--- src/rtl/a5_stream_cipher_if.sv ---
// A5/1 cipher bus: key/frame load, payload in/out valid-ready, debug keystream.
// Latency: n/a (signal bundle only).
// Backpressure: in_ready/out_ready handshakes; key_ready gates the serial key.
// Ports: start/frame (session load), key_bit/key_valid/key_ready (serial key),
//        in_data/in_valid/in_ready (plaintext), out_data/out_valid/out_ready
//        (ciphertext), ks_bit/ks_valid (debug keystream), busy (status).
interface a5_stream_cipher_if #(
  parameter int DATA_W  = 8,
  parameter int FRAME_W = 22
);
  logic               start;
  logic [FRAME_W-1:0] frame;
  logic               key_bit;
  logic               key_valid;
  logic               key_ready;
  logic [DATA_W-1:0]  in_data;
  logic               in_valid;
  logic               in_ready;
  logic [DATA_W-1:0]  out_data;
  logic               out_valid;
  logic               out_ready;
  logic               ks_bit;
  logic               ks_valid;
  logic               busy;

  // master = key source / payload environment, slave = cipher engine
  modport master (
    output start, frame, key_bit, key_valid, in_data, in_valid, out_ready,
    input  key_ready, in_ready, out_data, out_valid, ks_bit, ks_valid, busy
  );
  modport slave (
    input  start, frame, key_bit, key_valid, in_data, in_valid, out_ready,
    output key_ready, in_ready, out_data, out_valid, ks_bit, ks_valid, busy
  );
endinterface

--- src/rtl/a5_stream_cipher.sv ---
// A5/1 engine: serial key + parallel frame load, warm-up, then XOR words with keystream.
// Latency: word accepted in cycle T is on out_data from T+DATA_W+1 (one keystream bit/cycle).
// Backpressure: out_valid/out_data held until out_ready; in_ready = READY && (!out_valid || out_ready).
// Ports: clk, rst (async active-high), bus (a5_stream_cipher_if.slave).
module a5_stream_cipher #(
  parameter int DATA_W  = 8,
  parameter int KEY_W   = 64,
  parameter int FRAME_W = 22,
  parameter int WARMUP  = 100
) (
  input logic            clk,
  input logic            rst,
  a5_stream_cipher_if.slave bus
);

  localparam int MAX1  = (KEY_W > FRAME_W) ? KEY_W : FRAME_W;
  localparam int MAX2  = (MAX1 > WARMUP) ? MAX1 : WARMUP;
  localparam int CMAX  = (MAX2 > DATA_W) ? MAX2 : DATA_W;
  localparam int CNT_W = $clog2(CMAX + 1);

  localparam logic [CNT_W-1:0] KEY_LAST   = CNT_W'(KEY_W - 1);
  localparam logic [CNT_W-1:0] FRAME_LAST = CNT_W'(FRAME_W - 1);
  localparam logic [CNT_W-1:0] MIX_LAST   = CNT_W'((WARMUP > 0) ? WARMUP - 1 : 0);
  localparam logic [CNT_W-1:0] GEN_LAST   = CNT_W'(DATA_W - 1);

  typedef enum logic [2:0] {S_IDLE, S_KEY, S_FRAME, S_MIX, S_READY, S_GEN} state_t;

  state_t             state, state_n;
  logic [18:0]        r1, r1_n;
  logic [21:0]        r2, r2_n;
  logic [22:0]        r3, r3_n;
  logic [CNT_W-1:0]   cnt, cnt_n;
  logic [FRAME_W-1:0] frame_q, frame_n;
  logic [DATA_W-1:0]  data_q, data_n;
  logic [DATA_W-1:0]  ks_word, ks_word_n;
  logic [DATA_W-1:0]  out_data_q, out_data_n;
  logic               out_valid_q, out_valid_n;

  logic       maj, ks, inj;
  logic [2:0] step;          // {r1, r2, r3} step enables
  logic       in_ready_i, accept_word, start_ok;

  assign maj = (r1[8] & r2[10]) | (r1[8] & r3[10]) | (r2[10] & r3[10]);

  assign in_ready_i  = (state == S_READY) && (!out_valid_q || bus.out_ready);
  assign accept_word = bus.in_valid && in_ready_i;
  // A word offered with in_ready high must be taken, so it wins over a rekey
  // request in the same cycle; rekey is also refused while a result is pending.
  assign start_ok = bus.start &&
                    ((state == S_IDLE) ||
                     ((state == S_READY) && !out_valid_q && !accept_word));

  always_comb begin
    step        = 3'b000;
    inj         = 1'b0;
    state_n     = state;
    cnt_n       = cnt;
    frame_n     = frame_q;
    data_n      = data_q;
    ks_word_n   = ks_word;
    out_data_n  = out_data_q;
    out_valid_n = out_valid_q;

    // Register clocking: unconditional with injected bit during load,
    // majority-controlled during warm-up and keystream generation.
    case (state)
      S_KEY: begin
        step = {3{bus.key_valid}};
        inj  = bus.key_bit;
      end
      S_FRAME: begin
        step = 3'b111;
        inj  = frame_q[0];
      end
      S_MIX, S_GEN: step = {r1[8] == maj, r2[10] == maj, r3[10] == maj};
      default: ;
    endcase

    r1_n = step[2] ? {r1[17:0], r1[13] ^ r1[16] ^ r1[17] ^ r1[18] ^ inj} : r1;
    r2_n = step[1] ? {r2[20:0], r2[20] ^ r2[21] ^ inj} : r2;
    r3_n = step[0] ? {r3[21:0], r3[7] ^ r3[20] ^ r3[21] ^ r3[22] ^ inj} : r3;
    if (start_ok) begin
      r1_n = '0;
      r2_n = '0;
      r3_n = '0;
    end
    // Keystream is taken from the post-step register contents.
    ks = r1_n[18] ^ r2_n[21] ^ r3_n[22];

    if (out_valid_q && bus.out_ready) out_valid_n = 1'b0;

    case (state)
      S_IDLE: ;
      S_KEY: begin
        if (bus.key_valid) begin
          cnt_n = cnt + CNT_W'(1);
          if (cnt == KEY_LAST) begin
            cnt_n   = '0;
            state_n = S_FRAME;
          end
        end
      end
      S_FRAME: begin
        frame_n = frame_q >> 1;
        cnt_n   = cnt + CNT_W'(1);
        if (cnt == FRAME_LAST) begin
          cnt_n   = '0;
          state_n = (WARMUP == 0) ? S_READY : S_MIX;
        end
      end
      S_MIX: begin
        cnt_n = cnt + CNT_W'(1);
        if (cnt == MIX_LAST) begin
          cnt_n   = '0;
          state_n = S_READY;
        end
      end
      S_READY: begin
        if (accept_word) begin
          data_n  = bus.in_data;
          cnt_n   = '0;
          state_n = S_GEN;
        end
      end
      S_GEN: begin
        // First keystream bit ends up in bit 0 after DATA_W right shifts.
        ks_word_n             = ks_word >> 1;
        ks_word_n[DATA_W-1]   = ks;
        cnt_n                 = cnt + CNT_W'(1);
        if (cnt == GEN_LAST) begin
          out_data_n  = data_q ^ ks_word_n;
          out_valid_n = 1'b1;
          cnt_n       = '0;
          state_n     = S_READY;
        end
      end
      default: state_n = S_IDLE;
    endcase

    if (start_ok) begin
      state_n = S_KEY;
      cnt_n   = '0;
      frame_n = bus.frame;
    end
  end

  always_ff @(posedge clk or posedge rst) begin
    if (rst) state <= S_IDLE;
    else     state <= state_n;
  end

  always_ff @(posedge clk or posedge rst) begin
    if (rst) begin
      r1          <= '0;
      r2          <= '0;
      r3          <= '0;
      cnt         <= '0;
      frame_q     <= '0;
      data_q      <= '0;
      ks_word     <= '0;
      out_data_q  <= '0;
      out_valid_q <= 1'b0;
    end else begin
      r1          <= r1_n;
      r2          <= r2_n;
      r3          <= r3_n;
      cnt         <= cnt_n;
      frame_q     <= frame_n;
      data_q      <= data_n;
      ks_word     <= ks_word_n;
      out_data_q  <= out_data_n;
      out_valid_q <= out_valid_n;
    end
  end

  assign bus.key_ready = (state == S_KEY);
  assign bus.in_ready  = in_ready_i;
  assign bus.out_data  = out_data_q;
  assign bus.out_valid = out_valid_q;
  assign bus.ks_valid  = (state == S_GEN);
  assign bus.ks_bit    = (state == S_GEN) && ks;
  assign bus.busy      = (state != S_IDLE) && (state != S_READY);

endmodule

--- src/flat_wrapper.sv ---
// flat-port wrapper written by rule: the top's interface ports become plain ports
module a5_stream_cipher_flat 
#(
  parameter int DATA_W  = 8,
  parameter int KEY_W   = 64,
  parameter int FRAME_W = 22,
  parameter int WARMUP  = 100
)
  (clk, rst, bus_start, bus_frame, bus_key_bit, bus_key_valid, bus_in_data, bus_in_valid, bus_out_ready, bus_key_ready, bus_in_ready, bus_out_data, bus_out_valid, bus_ks_bit, bus_ks_valid, bus_busy);
  a5_stream_cipher_if #(.DATA_W(DATA_W), .FRAME_W(FRAME_W)) bus_i ();
  input logic clk;
  input logic rst;
  input wire logic [$bits(bus_i.start)-1:0] bus_start;
  input wire logic [$bits(bus_i.frame)-1:0] bus_frame;
  input wire logic [$bits(bus_i.key_bit)-1:0] bus_key_bit;
  input wire logic [$bits(bus_i.key_valid)-1:0] bus_key_valid;
  input wire logic [$bits(bus_i.in_data)-1:0] bus_in_data;
  input wire logic [$bits(bus_i.in_valid)-1:0] bus_in_valid;
  input wire logic [$bits(bus_i.out_ready)-1:0] bus_out_ready;
  output wire logic [$bits(bus_i.key_ready)-1:0] bus_key_ready;
  output wire logic [$bits(bus_i.in_ready)-1:0] bus_in_ready;
  output wire logic [$bits(bus_i.out_data)-1:0] bus_out_data;
  output wire logic [$bits(bus_i.out_valid)-1:0] bus_out_valid;
  output wire logic [$bits(bus_i.ks_bit)-1:0] bus_ks_bit;
  output wire logic [$bits(bus_i.ks_valid)-1:0] bus_ks_valid;
  output wire logic [$bits(bus_i.busy)-1:0] bus_busy;
  assign bus_i.start = bus_start;
  assign bus_i.frame = bus_frame;
  assign bus_i.key_bit = bus_key_bit;
  assign bus_i.key_valid = bus_key_valid;
  assign bus_i.in_data = bus_in_data;
  assign bus_i.in_valid = bus_in_valid;
  assign bus_i.out_ready = bus_out_ready;
  assign bus_key_ready = bus_i.key_ready;
  assign bus_in_ready = bus_i.in_ready;
  assign bus_out_data = bus_i.out_data;
  assign bus_out_valid = bus_i.out_valid;
  assign bus_ks_bit = bus_i.ks_bit;
  assign bus_ks_valid = bus_i.ks_valid;
  assign bus_busy = bus_i.busy;
  a5_stream_cipher #(.DATA_W(DATA_W), .KEY_W(KEY_W), .FRAME_W(FRAME_W), .WARMUP(WARMUP)) u_core (.clk(clk), .rst(rst), .bus(bus_i));
endmodule
--- config.mk ---
export PLATFORM = sky130hd
export DESIGN_NAME = a5_stream_cipher_flat
export DESIGN_NICKNAME = d
export VERILOG_FILES = /design/src/rtl/a5_stream_cipher_if.sv /design/src/rtl/a5_stream_cipher.sv /design/src/flat_wrapper.sv
export SDC_FILE = /design/constraint.sdc
export NUM_CORES = 1
export LEC_CHECK = 0
export CORE_ASPECT_RATIO = 0.9
export CORE_UTILIZATION = 60
export DETAILED_ROUTE_END_ITERATION = 10
export GPL_TIMING_DRIVEN = 1
export PLACE_DENSITY = 0.9
export SYNTH_ARGS = -nofsm -noshare
export SYNTH_HDL_FRONTEND = slang
export SYNTH_SLANG_ARGS = --single-unit
--- constraint.sdc ---
create_clock -name clk -period 6.85 [get_ports clk]
set_input_delay 2.055 -clock clk [delete_from_list [all_inputs] [get_ports clk]]
set_output_delay 2.055 -clock clk [all_outputs]
set_load 0.02 [all_outputs]
== Word-level counts from Yosys, hierarchy flattened ==
Index checks and enable logic that the tools add are counted.
Operators by class
  add/subtract/negate cells: 1
  equal/unequal tests: 20
  muxes and demuxes: 29
  bitwise gates (word level): 18
  reductions and logical operators: 24
Operators with widths (count)
  two-way mux 22 bit: 4
  two-way mux 7 bit: 7
  two-way mux 23 bit: 2
  two-way mux 19 bit: 2
  case mux 7 bit (5 select lines): 1
  two-way mux 3 bit: 7
  case mux 3 bit (6 select lines): 1
  inequality test 3 x 1 -> 1 bit, second input constant: 5
  XOR 1 bit: 12
  case mux 3 bit (3 select lines): 1
  logical AND 1 bit: 8
  nonzero test 2 bit: 4
  XOR 8 bit: 1
  adder 7 x 1 -> 7 bit, second input constant: 1
  == test 7 x 3 -> 1 bit, second input constant: 1
  == test 7 x 5 -> 1 bit, second input constant: 1
  == test 7 x 6 -> 1 bit, second input constant: 1
  == test 7 bit, second input constant: 1
  AND reduction 7 bit: 1
  == test 3 x 2 -> 1 bit, second input constant: 2
  == test 3 bit, second input constant: 2
  nonzero test 6 bit: 1
  AND reduction 2 bit: 2
  AND 1 bit: 3
  other kinds (14): 21
Word-level totals
  flip-flop bits (word level): 121
  input bits: 37
  output and inout port bits: 14

== Depth between registers and ports, before layout ==
Gate-level depths: netlist (run 1).
  depth in word-level cells: 12
  depth in mapped cells: 8
  gate-level depth less buffers: 8

== Worst setup path before layout (run 1) ==
Ideal clock, no wire load.
  path kind: input-to-output
  from: input port bus_in_valid
  to: output port bus_ks_bit
  data arrival time: 3.470 ns
  required time: 4.795 ns
  slack: 1.325 ns
  cell stages on the path: 6
  cell sequence: o21ai_0 -> nand3_1 -> and4_1 -> or2_1 -> xnor3_1 -> nor2_1
On the way
  word-level cells in the longest chain between the ends: 9
Ends and longest elaborated chain
  from (decl): line flat_wrapper.sv:18  | input wire logic [$bits(bus_i.in_valid)-1:0] bus_in_valid;
  logical AND 1 bit: line a5_stream_cipher.sv:46  | assign accept_word = bus.in_valid && in_ready_i;
  logical NOT 1 bit: line a5_stream_cipher.sv:51  | ((state == S_READY) && !out_valid_q && !accept_word));
  logical AND 1 bit: line a5_stream_cipher.sv:51
  logical OR 1 bit: line a5_stream_cipher.sv:50  | ((state == S_IDLE) ||
  logical AND 1 bit: line a5_stream_cipher.sv:49  | assign start_ok = bus.start &&
  two-way mux 19 bit: line a5_stream_cipher.sv:82  | if (start_ok) begin
  via u_core.r1_n[18]: line a5_stream_cipher.sv:29  | logic [18:0] r1, r1_n;
  XOR 1 bit (2 in series): line a5_stream_cipher.sv:88  | ks = r1_n[18] ^ r2_n[21] ^ r3_n[22];
  logical AND 1 bit: line a5_stream_cipher.sv:181  | assign bus.ks_bit = (state == S_GEN) && ks;
  to (decl): line flat_wrapper.sv:24  | output wire logic [$bits(bus_i.ks_bit)-1:0] bus_ks_bit;
The timed path passes the listed nets, and every way through them passes these cells.

== Final worst setup path (run 1) ==
  from: input port bus_key_valid
  to: output port bus_ks_bit
On the way
  word-level cells in the longest chain between the ends: 6
Ends and longest elaborated chain
  from (decl): line flat_wrapper.sv:16  | input wire logic [$bits(bus_i.key_valid)-1:0] bus_key_valid;
  case mux 3 bit (3 select lines): line a5_stream_cipher.sv:66  | case (state)
  two-way mux 19 bit: line a5_stream_cipher.sv:79  | r1_n = step[2] ? {r1[17:0], r1[13] ^ r1[16] ^ r1[17] ^ r1[18] ^ inj} : r1;
  two-way mux 19 bit: line a5_stream_cipher.sv:82
  via u_core.r1_n[18]: line a5_stream_cipher.sv:29
  XOR 1 bit (2 in series): line a5_stream_cipher.sv:88
  logical AND 1 bit: line a5_stream_cipher.sv:181
The timed path passes the listed nets, and every way through them passes these cells. The select of a mux whose other input is x is not followed.

==> key figures, run 1 <==
Critical path
  – Worst-path cell chain: clkdlybuf4s50_1 -> nand3b_1 -> a21o_1 -> and4_1 -> or2_1 -> xnor3_1 -> nor2_1 -> clkdlybuf4s50_1
  – Crit path depth: 8
  – Worst EP required: ~4.8 ns
  – Type of origin of the critical path: input port
  – Top delay family on crit path: buffers and inverters
  – Worst Reg2Reg Path Length in Cells: 6
  – CP Buf/Inv Count: 2
  – Crit path from: bus_key_valid
  – Kind of end point of the critical path: output port
  – R2r startpoint: u_core.state[0]$_DFFE_PP0P_
  – Critical-path top delay cell: clkdlybuf4s50_1
  – Worst Path Max Fanout: 11
  – Crit-path most repeated cell: clkdlybuf4s50_1
  – Max incr delay on CP: around 0.62 ns
  – Critical path arrival: 4.62 ns
  – CP Class: input port to output port
  – Reg2reg setup slack: ~4 ns

Global route
  – Largest net degree at the start of global routing: 83
  – Met3 Use GR: a little under a tenth
  – Vias in the first global route: 4221
  – GR Util met1: a little over a third
  – Antenna violations before repair: 0
  – GR Util met2: a little under half
  – First-pass GRT wire length: between 15 and 20 mm
  – Total track usage: 28.0%
  – Total grt overflow: 0
  – GRT busiest layer: met2

Clock tree
  – CTS tree: done
  – CTS Hold Buffers Added: 0
  – Clock Tree Buf Depth: 2
  – Post-CTS Repair Setup Buffers: 0
  – CTS Buf Count: 17
  – Clock transition at path regs: around 0.060 ns
  – # resized after CTS: 0
  – Sink Count: 120
  – H-tree Lvls: 4
  – Worst skew pair latency: approximately 0.52 ns
  – Root Driver: clkbuf_8

Power
  – Clock power share: 33.1%
  – Internal Power: around 1.8 mW
  – Maximum vdd drop: 0.247 mV
  – Power Total: 2.69 mW
  – P per Cell Area: 411 nW/um^2
  – Seq pwr share: a little over two fifths
  – Leak: roughly 3 nW
  – Switching Share: between 30% and 40%
  – Part of the power in combinational logic: 23.8%
  – Switching power: just under 0.9 mW

Route
  – WL/cell: about 15 um
  – DRC viols: 0
  – DRT Pass-1 Iters: 5
  – Vias: approximately 4300
  – Via density: 5.74
  – Final WL: ~12 mm
  – Initial DRC Count: ~280
  – Post-route ant nets: 0

Yosys
  – Primary FF master, synth: dfrtp_1
  – Sequential area share after synthesis: ~56%
  – Syn_area_per_cell: just over 9 um^2
  – Syn. warnings: 0
  – Synthesized area: between 5000 and 6000 um^2
  – Ys async rst share: 100%
  – Synth Register Bits: 120
  – Gate Count Post-Synth: between 500 and 600
  – Syn nets: just over 600
  – Number of flops mapped to enable cells by yosys: 0
  – Yosys cell types: 54

STA
  – Max-slew violation count: 0
  – Slew headroom: between 20% and 30%
  – RSZ-0062 raised after global routing: no
  – Clock skew: roughly 0.01 ns
  – Setup TNS Final: 0 ns
  – Final min period: between 6 and 7 ns
  – Fin crit share: 97.4%
  – Fmax: around 150 MHz
  – Setup ws final: around 0.18 ns
  – Least-Margin Pin Slew: roughly 1.1 ns
  – Final Hold Fails: 0
  – Hold WS: approximately 0.47 ns
  – Final setup fails: 0

Die
  – Die area: between 9000 and 10000 um^2
  – Core area: between 8000 and 9000 um^2
  – Top-level port count: 51
  – Row cnt: 32
  – Die height: around 90 um
  – Initial core utilization: roughly 62%
  – DIE WIDTH: roughly 100 um

Finish
  – Layout Cells excl Fill: 752
  – Cell area after layout: around 6500 um^2
  – Layout cells sized above 1: approximately 8.4%
  – Layout area overhead: 21.5%
  – Nets: approximately 660
  – Final Util: 75.6%
  – Diodes inserted: 0

Flow run
  – Max_cap viols: 0

Min path
  – Hold Crit Class: flop to flop
  – Hold Path Origin: u_core.r3[0]$_DFFE_PP0P_
  – Hold Crit Depth: 2

Placement
  – Placed Cells: about 700
  – Placement Cell Area: about 6000 um^2
  – Final GP Congestion: 0.941
  – Hpwl dp: between 7 and 8 mm
  – PortBufs: 50
  – DP Worst Slack: 0.212 ns

Run status
  – Status: complete, no violations
-- power groups by stage --
| stage | logic (mW) | registers (mW) | clock network [mW] |
|---|---|---|---|
| floorplan | 0.500 | 1.10 | 0 |
| global placement | 0.588 | 1.14 | 0 |
| finish | 0.639 | 1.16 | 0.888 |
| CTS | 0.643 | 1.15 | 0.898 |
| global route | 0.733 | 1.19 | 0.935 |
| detailed placement | 0.627 | 1.16 | 0 |
-- flip-flops by register name, indices dropped and copies added, names as in the netlist --
signal	flops
u_core.r3	23
u_core.cnt	7
u_core.data_q	8
u_core.r1	19
u_core.r2	22
u_core.frame_q	22
u_core.bus.out_valid	1
u_core.ks_word	7
u_core.state	3
u_core.bus.out_data	8
-- cells by family (layout without fill, tap and decap cells) --
kind of cell / after synthesis / count (layout) / share of synthesized area (%)
xor+xnor: 22 / 22 / 3.98
fa+ha+maj: 2 / 2 / 0.465
mux: 8 / 8 / 1.67
flops: 120 / 120 / 55.8
buf+inv: 40 / 94 / 2.95
simple gates: 259 / 259 / 20.6
compound gates: 128 / 128 / 14.5
-- cells in the mapped netlist (2+ instances only) --
cell	number	area, um^2
a211o_1	2	17.5
a211oi_1	2	15.0
a21bo_2	2	20.0
a21oi_1	6	30.0
a22oi_1	22	165
a31oi_1	2	12.5
and3_1	4	25.0
and4_1	2	17.5
buf_2	4	20.0
clkbuf_1	27	101
dfrtp_1	120	3000
ha_1	2	25.0
inv_1	6	22.5
mux2_2	8	90.1
nand2_1	202	758
nand2b_1	6	37.5
nand3_1	4	20.0
nand3b_1	4	30.0
nand4_1	6	37.5
nor2_1	12	45.0
nor2b_1	6	37.5
nor3b_1	2	15.0
o2111ai_1	2	17.5
o21ai_0	75	375
o2bb2ai_1	2	17.5
or2_2	2	12.5
or3b_1	2	17.5
xnor2_1	17	149
xor2_1	3	26.3
-- worst register-to-register path, stage by stage (launching register included) --
cell and delay, ns:
dfrtp_1 0.68, nand3b_1 0.48, clkinv_1 0.32, nand3_2 0.35
or4_1 0.61, a211o_1 0.30, nand3_1 0.08
-- area by class of cell --
class	instances	area [um^2]
Clock inverter	12	150
Sequential cell	120	3000
Timing Repair Buffer	55	538
Clock buffer	20	445
Tap cell	119	149
Multi-Input combinational cell	419	2220
Inverter	7	28.8
Fill cell	596	2110
-- path summary, 6_finish.rpt --
kind,endpoint
min,u_core.r3[1]$_DFFE_PP0P_
min reg2reg,u_core.r3[1]$_DFFE_PP0P_
max in group asynchronous,u_core.r3[5]$_DFFE_PP0P_
max,bus_ks_bit
min in group asynchronous,u_core.r2[4]$_DFFE_PP0P_
max reg2reg,u_core.bus.out_data[7]$_DFFE_PP0P_
-- layout by cell type (no fill, tap or decap), types with 3 or more instances in the layout --
cell type          n
a21oi_1            6
a22oi_1           22
and3_1             4
buf_4              5
bufinv_16          3
clkbuf_16         16
clkbuf_8           3
clkdlybuf4s50_1   50
clkinv_2           4
clkinvlp_4         3
dfrtp_1          120
inv_1              5
mux2_2             8
nand2_1          202
nand2b_1           6
nand3_1            3
nand3b_1           4
nand4_1            6
nor2_1            12
nor2b_1            6
o21ai_0           75
xnor2_1           17
xor2_1             3
-- routing by layer --
layer | wire length [um] | part of all wire, %
met1 | 4890 | 42
met3 | 580 | 5.0
met2 | 5870 | 51
met4 | 246 | 2.1
met5 | 0 | 0
Note: power is estimated with default switching activity, not from simulation.
==> run 2, diff against run 1 <==
Settings changed: CORE_UTILIZATION 60 to 52, PLACE_DENSITY 0.9 to 0.8.
==> run 2 against run 1 <==
- register-to-register slack got worse by 0.02 ns
- non-clock buffer count rose by 1
- critical endpoint unchanged
- count of clock-buffer cells in the layout rose by 3
- highest routed layer unchanged
==> key figures, run 2 (synthesized netlist as in run 1, its figures left out) <==
STA
  – Least-Margin Pin Slew: 1.11 ns (-0.0241 ns)
  – Clock skew: 0.00643 ns (-0.00372 ns)
  – Setup ws final: 0.222 ns (+0.0431 ns)
  – Setup TNS Final: 0 ns (unchanged)
  – RSZ-0062 raised after global routing: no
  – Fin crit share: 96.8% (-0.63 points)
  – Fmax: 151 MHz (+0.65%)
  – Final Hold Fails: 0 (unchanged)
  – Final setup fails: 0 (unchanged)
  – Max-slew violation count: 0 (unchanged)
  – Slew headroom: 25.6% (+1.6 points)
  – Hold WS: 0.472 ns (-0.000993 ns)
  – Final min period: 6.63 ns (-0.0431 ns)

Die
  – Row cnt: 34 (+6.3%)
  – Die area: 10800 um^2 (+15%)
  – Die height: 98.5 um (+7.3%)
  – Core area: 9870 um^2 (+14%)
  – Initial core utilization: 54.5% (-7.7 points)
  – DIE WIDTH: 109 um (+7.3%)
  – Top-level port count: 51 (unchanged)

Critical path
  – Top delay family on crit path: buffers and inverters
  – CP Class: input port to output port
  – CP Buf/Inv Count: 2 (unchanged)
  – Worst Path Max Fanout: 11 (unchanged)
  – Crit-path most repeated cell: clkdlybuf4s50_1
  – Type of origin of the critical path: input port
  – Critical path arrival: 4.57 ns (-0.05 ns)
  – Worst EP required: 4.80 ns (about the same)
  – Kind of end point of the critical path: output port
  – Max incr delay on CP: 0.62 ns (about the same)
  – Worst-path cell chain: clkdlybuf4s50_1 -> nand3b_1 -> a21o_1 -> and4_1 -> or2_1 -> xnor3_1 -> nor2_1 -> clkdlybuf4s50_1
  – Critical-path top delay cell: clkdlybuf4s50_1

Global route
  – First-pass GRT wire length: 18.4 mm (-6.1%)
  – Total track usage: 22.0% (-6.0 points)
  – Total grt overflow: 0 (unchanged)
  – Vias in the first global route: 3976 (-5.8%)
  – Antenna violations before repair: 0 (unchanged)
  – Largest net degree at the start of global routing: 77 (-7.2%)

Power
  – Maximum vdd drop: 0.229 mV (-7.0%)
  – Leak: 2.92 nW (+0.12%)
  – P per Cell Area: 404 nW/um^2 (-1.6%)

Finish
  – Layout cells sized above 1: 8.21% (-0.16 points)
  – Cell area after layout: 6540 um^2 (about the same)
  – Diodes inserted: 0 (unchanged)
  – Largest registers: u_core.r3 (23), u_core.frame_q (22), u_core.r2 (22)
  – Final Util: 66.3% (-9.3 points)
  – Layout area overhead: 21.6% (about the same)
  – Nets: 660 (+0.15%)
  – Commonest non-fill, non-tap cell in the layout: nand2_1
  – Most frequent cells in the layout: nand2_1 (202), dfrtp_1 (120), o21ai_0 (75)
  – Top reg by flops: u_core.r3
  – Max FFs per register: 23 (unchanged)

Run status
  – Status: complete, no violations

Clock tree
  – Root Driver: clkbuf_16
  – Post-CTS Repair Setup Buffers: 0 (unchanged)
  – Worst skew pair latency: 0.41 ns (-0.11 ns)
  – CTS tree: done
  – Sink Count: 120 (unchanged)
  – CTS Buf Count: 17 (unchanged)
  – Clock Tree Buf Depth: 2 (unchanged)
  – # resized after CTS: 0 (unchanged)
  – H-tree Lvls: 4 (unchanged)
  – Clock transition at path regs: 0.05 ns (about the same)
  – CTS Hold Buffers Added: 0 (unchanged)

Placement
  – PortBufs: 50 (unchanged)
  – DP Worst Slack: 0.228 ns (+0.0160 ns)
  – Hpwl dp: 6.69 mm (-6.0%)
  – Final GP Congestion: 0.895 (-4.9%)
  – Placement Cell Area: 5960 um^2 (+0.27%)

Flow run
  – Max_cap viols: 0 (unchanged)

Route
  – Final WL: 10.7 mm (-7.4%)
  – Via density: 5.49 (-4.2%)
  – WL/cell: 14.1 um (-8.2%)
  – Initial DRC Count: 277 (-2.5%)
  – Vias: 4169 (-3.3%)
  – DRT Pass-1 Iters: 5 (unchanged)
  – DRC viols: 0 (unchanged)
  – Post-route ant nets: 0 (unchanged)

Min path
  – Hold Crit Class: flop to flop
## run 2: cell types whose count changed in the layout (fill, tap and decap cells not counted)
| cell | before | now |
|---|---|---|
| clkinv_4 | 2 | 0 |
| buf_4 | 5 | 6 |
| bufinv_16 | 3 | 2 |
| clkbuf_1 | 1 | 2 |
| clkbuf_16 | 16 | 17 |
| clkbuf_8 | 3 | 4 |
| clkinvlp_4 | 3 | 2 |
## run 2: final cells by class
| class | instances | area [um^2] |
|---|---|---|
| Fill cell | 778 | 3330 |
| Sequential cell | 120 | 3000 |
| Multi-Input combinational cell | 419 | 2220 |
| Timing Repair Buffer | 56 | 546 |
| Clock buffer | 23 | 488 |
| Tap cell | 126 | 158 |
| Clock inverter | 8 | 95.1 |
| Inverter | 7 | 28.8 |
## run 2: final timing paths
kind | startpoint | to | slack, ns | cells after the start
min in group asynchronous | rst | u_core.r3[14]$_DFFE_PP0P_ | 2.19 | 2
setup reg to reg | u_core.state[0]$_DFFE_PP0P_ | u_core.bus.out_data[7]$_DFFE_PP0P_ | 3.95 | 6
hold reg to reg | u_core.frame_q[11]$_DFFE_PP0P_ | u_core.frame_q[11]$_DFFE_PP0P_ | 0.47 | 2
hold / removal | u_core.frame_q[11]$_DFFE_PP0P_ | u_core.frame_q[11]$_DFFE_PP0P_ | 0.47 | 2
setup / recovery | bus_key_valid | bus_ks_bit | 0.22 | 8
max in group asynchronous | rst | u_core.cnt[6]$_DFFE_PP0P_ | 3.52 | 3
## run 2: tightest hold or removal path, stage by stage (launching register included)
cell and delay, ns:
dfrtp_1 0.34, nand2_1 0.05, nand2_1 0.05
## run 2: through the flow
| step | power (mW) | std cells |
|---|---|---|
| 5_1_grt | 2.82 | 759 |
| 6_report | 2.65 | 759 |
| 4_1_cts | 2.66 | 759 |
| 2_1_floorplan | 1.60 | 579 |
| 3_3_place_gp | 1.73 | 728 |
| 3_5_place_dp | 1.77 | 728 |
## run 2: metal layers
layer / track usage [%] / vias to the layer above / wire length [um] / share of wire (%)
li1: - / 2038 / - / -
met1: 30.1 / 2025 / 4920 / 46
met2: 34.4 / 96 / 5220 / 49
met3: 6.02 / 10 / 472 / 4.4
met4: 6.46 / 0 / 118 / 1.1
met5: 0 / - / 0 / 0
## run 2: report_power, final
group	leakage (nW)	internal [mW]	switching [mW]
sequential	1.59	0.965	0.183
combinational	1.05	0.267	0.357
clock	0.285	0.569	0.303
total	2.92	1.80	0.844
==> run 3, diff against run 2 <==
Settings changed: GPL_ROUTABILITY_DRIVEN set to 1.
==> results of run 3 <==
Final layout, timing and power as in run 2 (identical DEF).
==> RTL edit, RTL diff (settings of run 3) <==
`KEY_W` is set to 64 in 2 places; all go to 32.
--- a/src/rtl/a5_stream_cipher.sv
+++ b/src/rtl/a5_stream_cipher.sv
@@ -4,7 +4,7 @@
 // Ports: clk, rst (async active-high), bus (a5_stream_cipher_if.slave).
 module a5_stream_cipher #(
   parameter int DATA_W  = 8,
-  parameter int KEY_W   = 64,
+  parameter int KEY_W   = 32,
   parameter int FRAME_W = 22,
   parameter int WARMUP  = 100
 ) (
--- a/src/flat_wrapper.sv
+++ b/src/flat_wrapper.sv
@@ -2,7 +2,7 @@
 module a5_stream_cipher_flat 
 #(
   parameter int DATA_W  = 8,
-  parameter int KEY_W   = 64,
+  parameter int KEY_W   = 32,
   parameter int FRAME_W = 22,
   parameter int WARMUP  = 100
 )
Behaviour: same outputs for any inputs over 10 cycles, from zero or initial values and one cycle with rst high; that may be too few to reach the edited logic, so the function may still have changed.
==> RTL edit against run 3 <==
Wire length increased by 2.1%; setup slack better by 0.095 ns; power up 4.7%; area after synthesis decreased by 0.84%; cell area fell by 0.76%; sequential cell count did not move.
==> RTL edit: results (changes against run 3) <==
[run_status]
status = finished, final reports clean  ; unchanged

[yosys]
yosys-top-cells-count = nand2_1 (199), dfrtp_1 (120), o21ai_0 (68)  ; was nand2_1 (202), dfrtp_1 (120), o21ai_0 (75)
synth_compound_area_share_pct = 13.5  ; was 14.5%
synth_mux_area_share_pct = 2.63  ; was 1.67%
synth_area_leaders = dfrtp_1 (56%), nand2_1 (14%), o21ai_0 (6.4%)  ; was dfrtp_1 (56%), nand2_1 (14%), o21ai_0 (7.0%)
ys_seq_area_share_pct = 56.3  ; was 55.8%
syn_nets = 613  ; was 618
yosys.area_share.adder_pct = 0.469  ; was 0.465%
yosys.area_share.xor_xnor_pct = 4.48  ; was 3.98%

[drt]
wl_um = 11000  ; was 10700 um
drt-vias-per-instance = 5.37  ; was 5.49
met1_length_um = 5250  ; was 4920 um
dr.pass1.iters = 6  ; was 5
wl_met2_um = 5210  ; was 5220 um
routed-wl-met3_um = 365  ; was 472 um

[grt]
grt_first_pass_wirelength_um = 18900  ; was 18400 um
gr-usage-met2_pct = 34.6  ; was 34.4%
grt_pass1_vias = 4067  ; was 3976
grt_start_max_net_pins = 85  ; was 77
grtUsageMet3_pct = 6.81  ; was 6.02%
track_usage_pct = 22.9  ; was 22.0%

[power]
comb_power_share_pct = 27.7  ; was 23.6%
switchingPower_w = 0.000969  ; was 0.000844 W
p_leak_nw = 2.90  ; was 2.92 nW

[timing]
skew_ns = 0.00639  ; was 0.00643 ns
finalHoldWorstSlack_ns = 0.474  ; was 0.472 ns
slew_headroom_pct = 32.3  ; was 25.6%

[setup_path]
worstPathMaxFanout = 3  ; was 11
worstPathArrival_ns = 4.48  ; was 4.57 ns
worst_path_largest_cell_delay_ns = 0.64  ; was 0.62 ns

[cells_and_area]
layout.nets = 658  ; was 660
drive_above_1_share_pct = 10.1  ; was 8.21%

[place]
place.gp.congestion = 0.838  ; was 0.895
hpwl_um = 6950  ; was 6690 um

RTL edit: worst paths after layout:
check,startpoint,end,depth (start not counted)
max,bus_key_valid,bus_ks_bit,9
min,u_core.r2[14],u_core.r2[15],2
max reg2reg,u_core.state[0],u_core.bus.out_data[6],5
min reg2reg,u_core.r2[14],u_core.r2[15],2
max in group asynchronous,rst,u_core.r1[8],3
min in group asynchronous,rst,u_core.bus.out_data[6],2
RTL edit: cell type report:
type	count	area [um2]
clock inverter	14	130
timing repair buffer	59	568
clock buffer	18	429
multi-input combinational	410	2160
inverter	11	43.8
sequential	120	3000
fill	761	3340
tap	126	158
RTL edit: per-stage QoR:
stage	instances	area [um2]	total power (W)	setup WS, ns	util (%)
floorplan	574	5340	0.00173	1.41	-
CTS	758	6490	0.00279	0.308	66.1
global route	758	6490	0.00297	0.238	66.1
finish	758	6490	0.00277	0.316	66.1
detailed placement	726	5930	0.00195	0.331	60.4
global placement	726	5930	0.00189	0.414	60.4
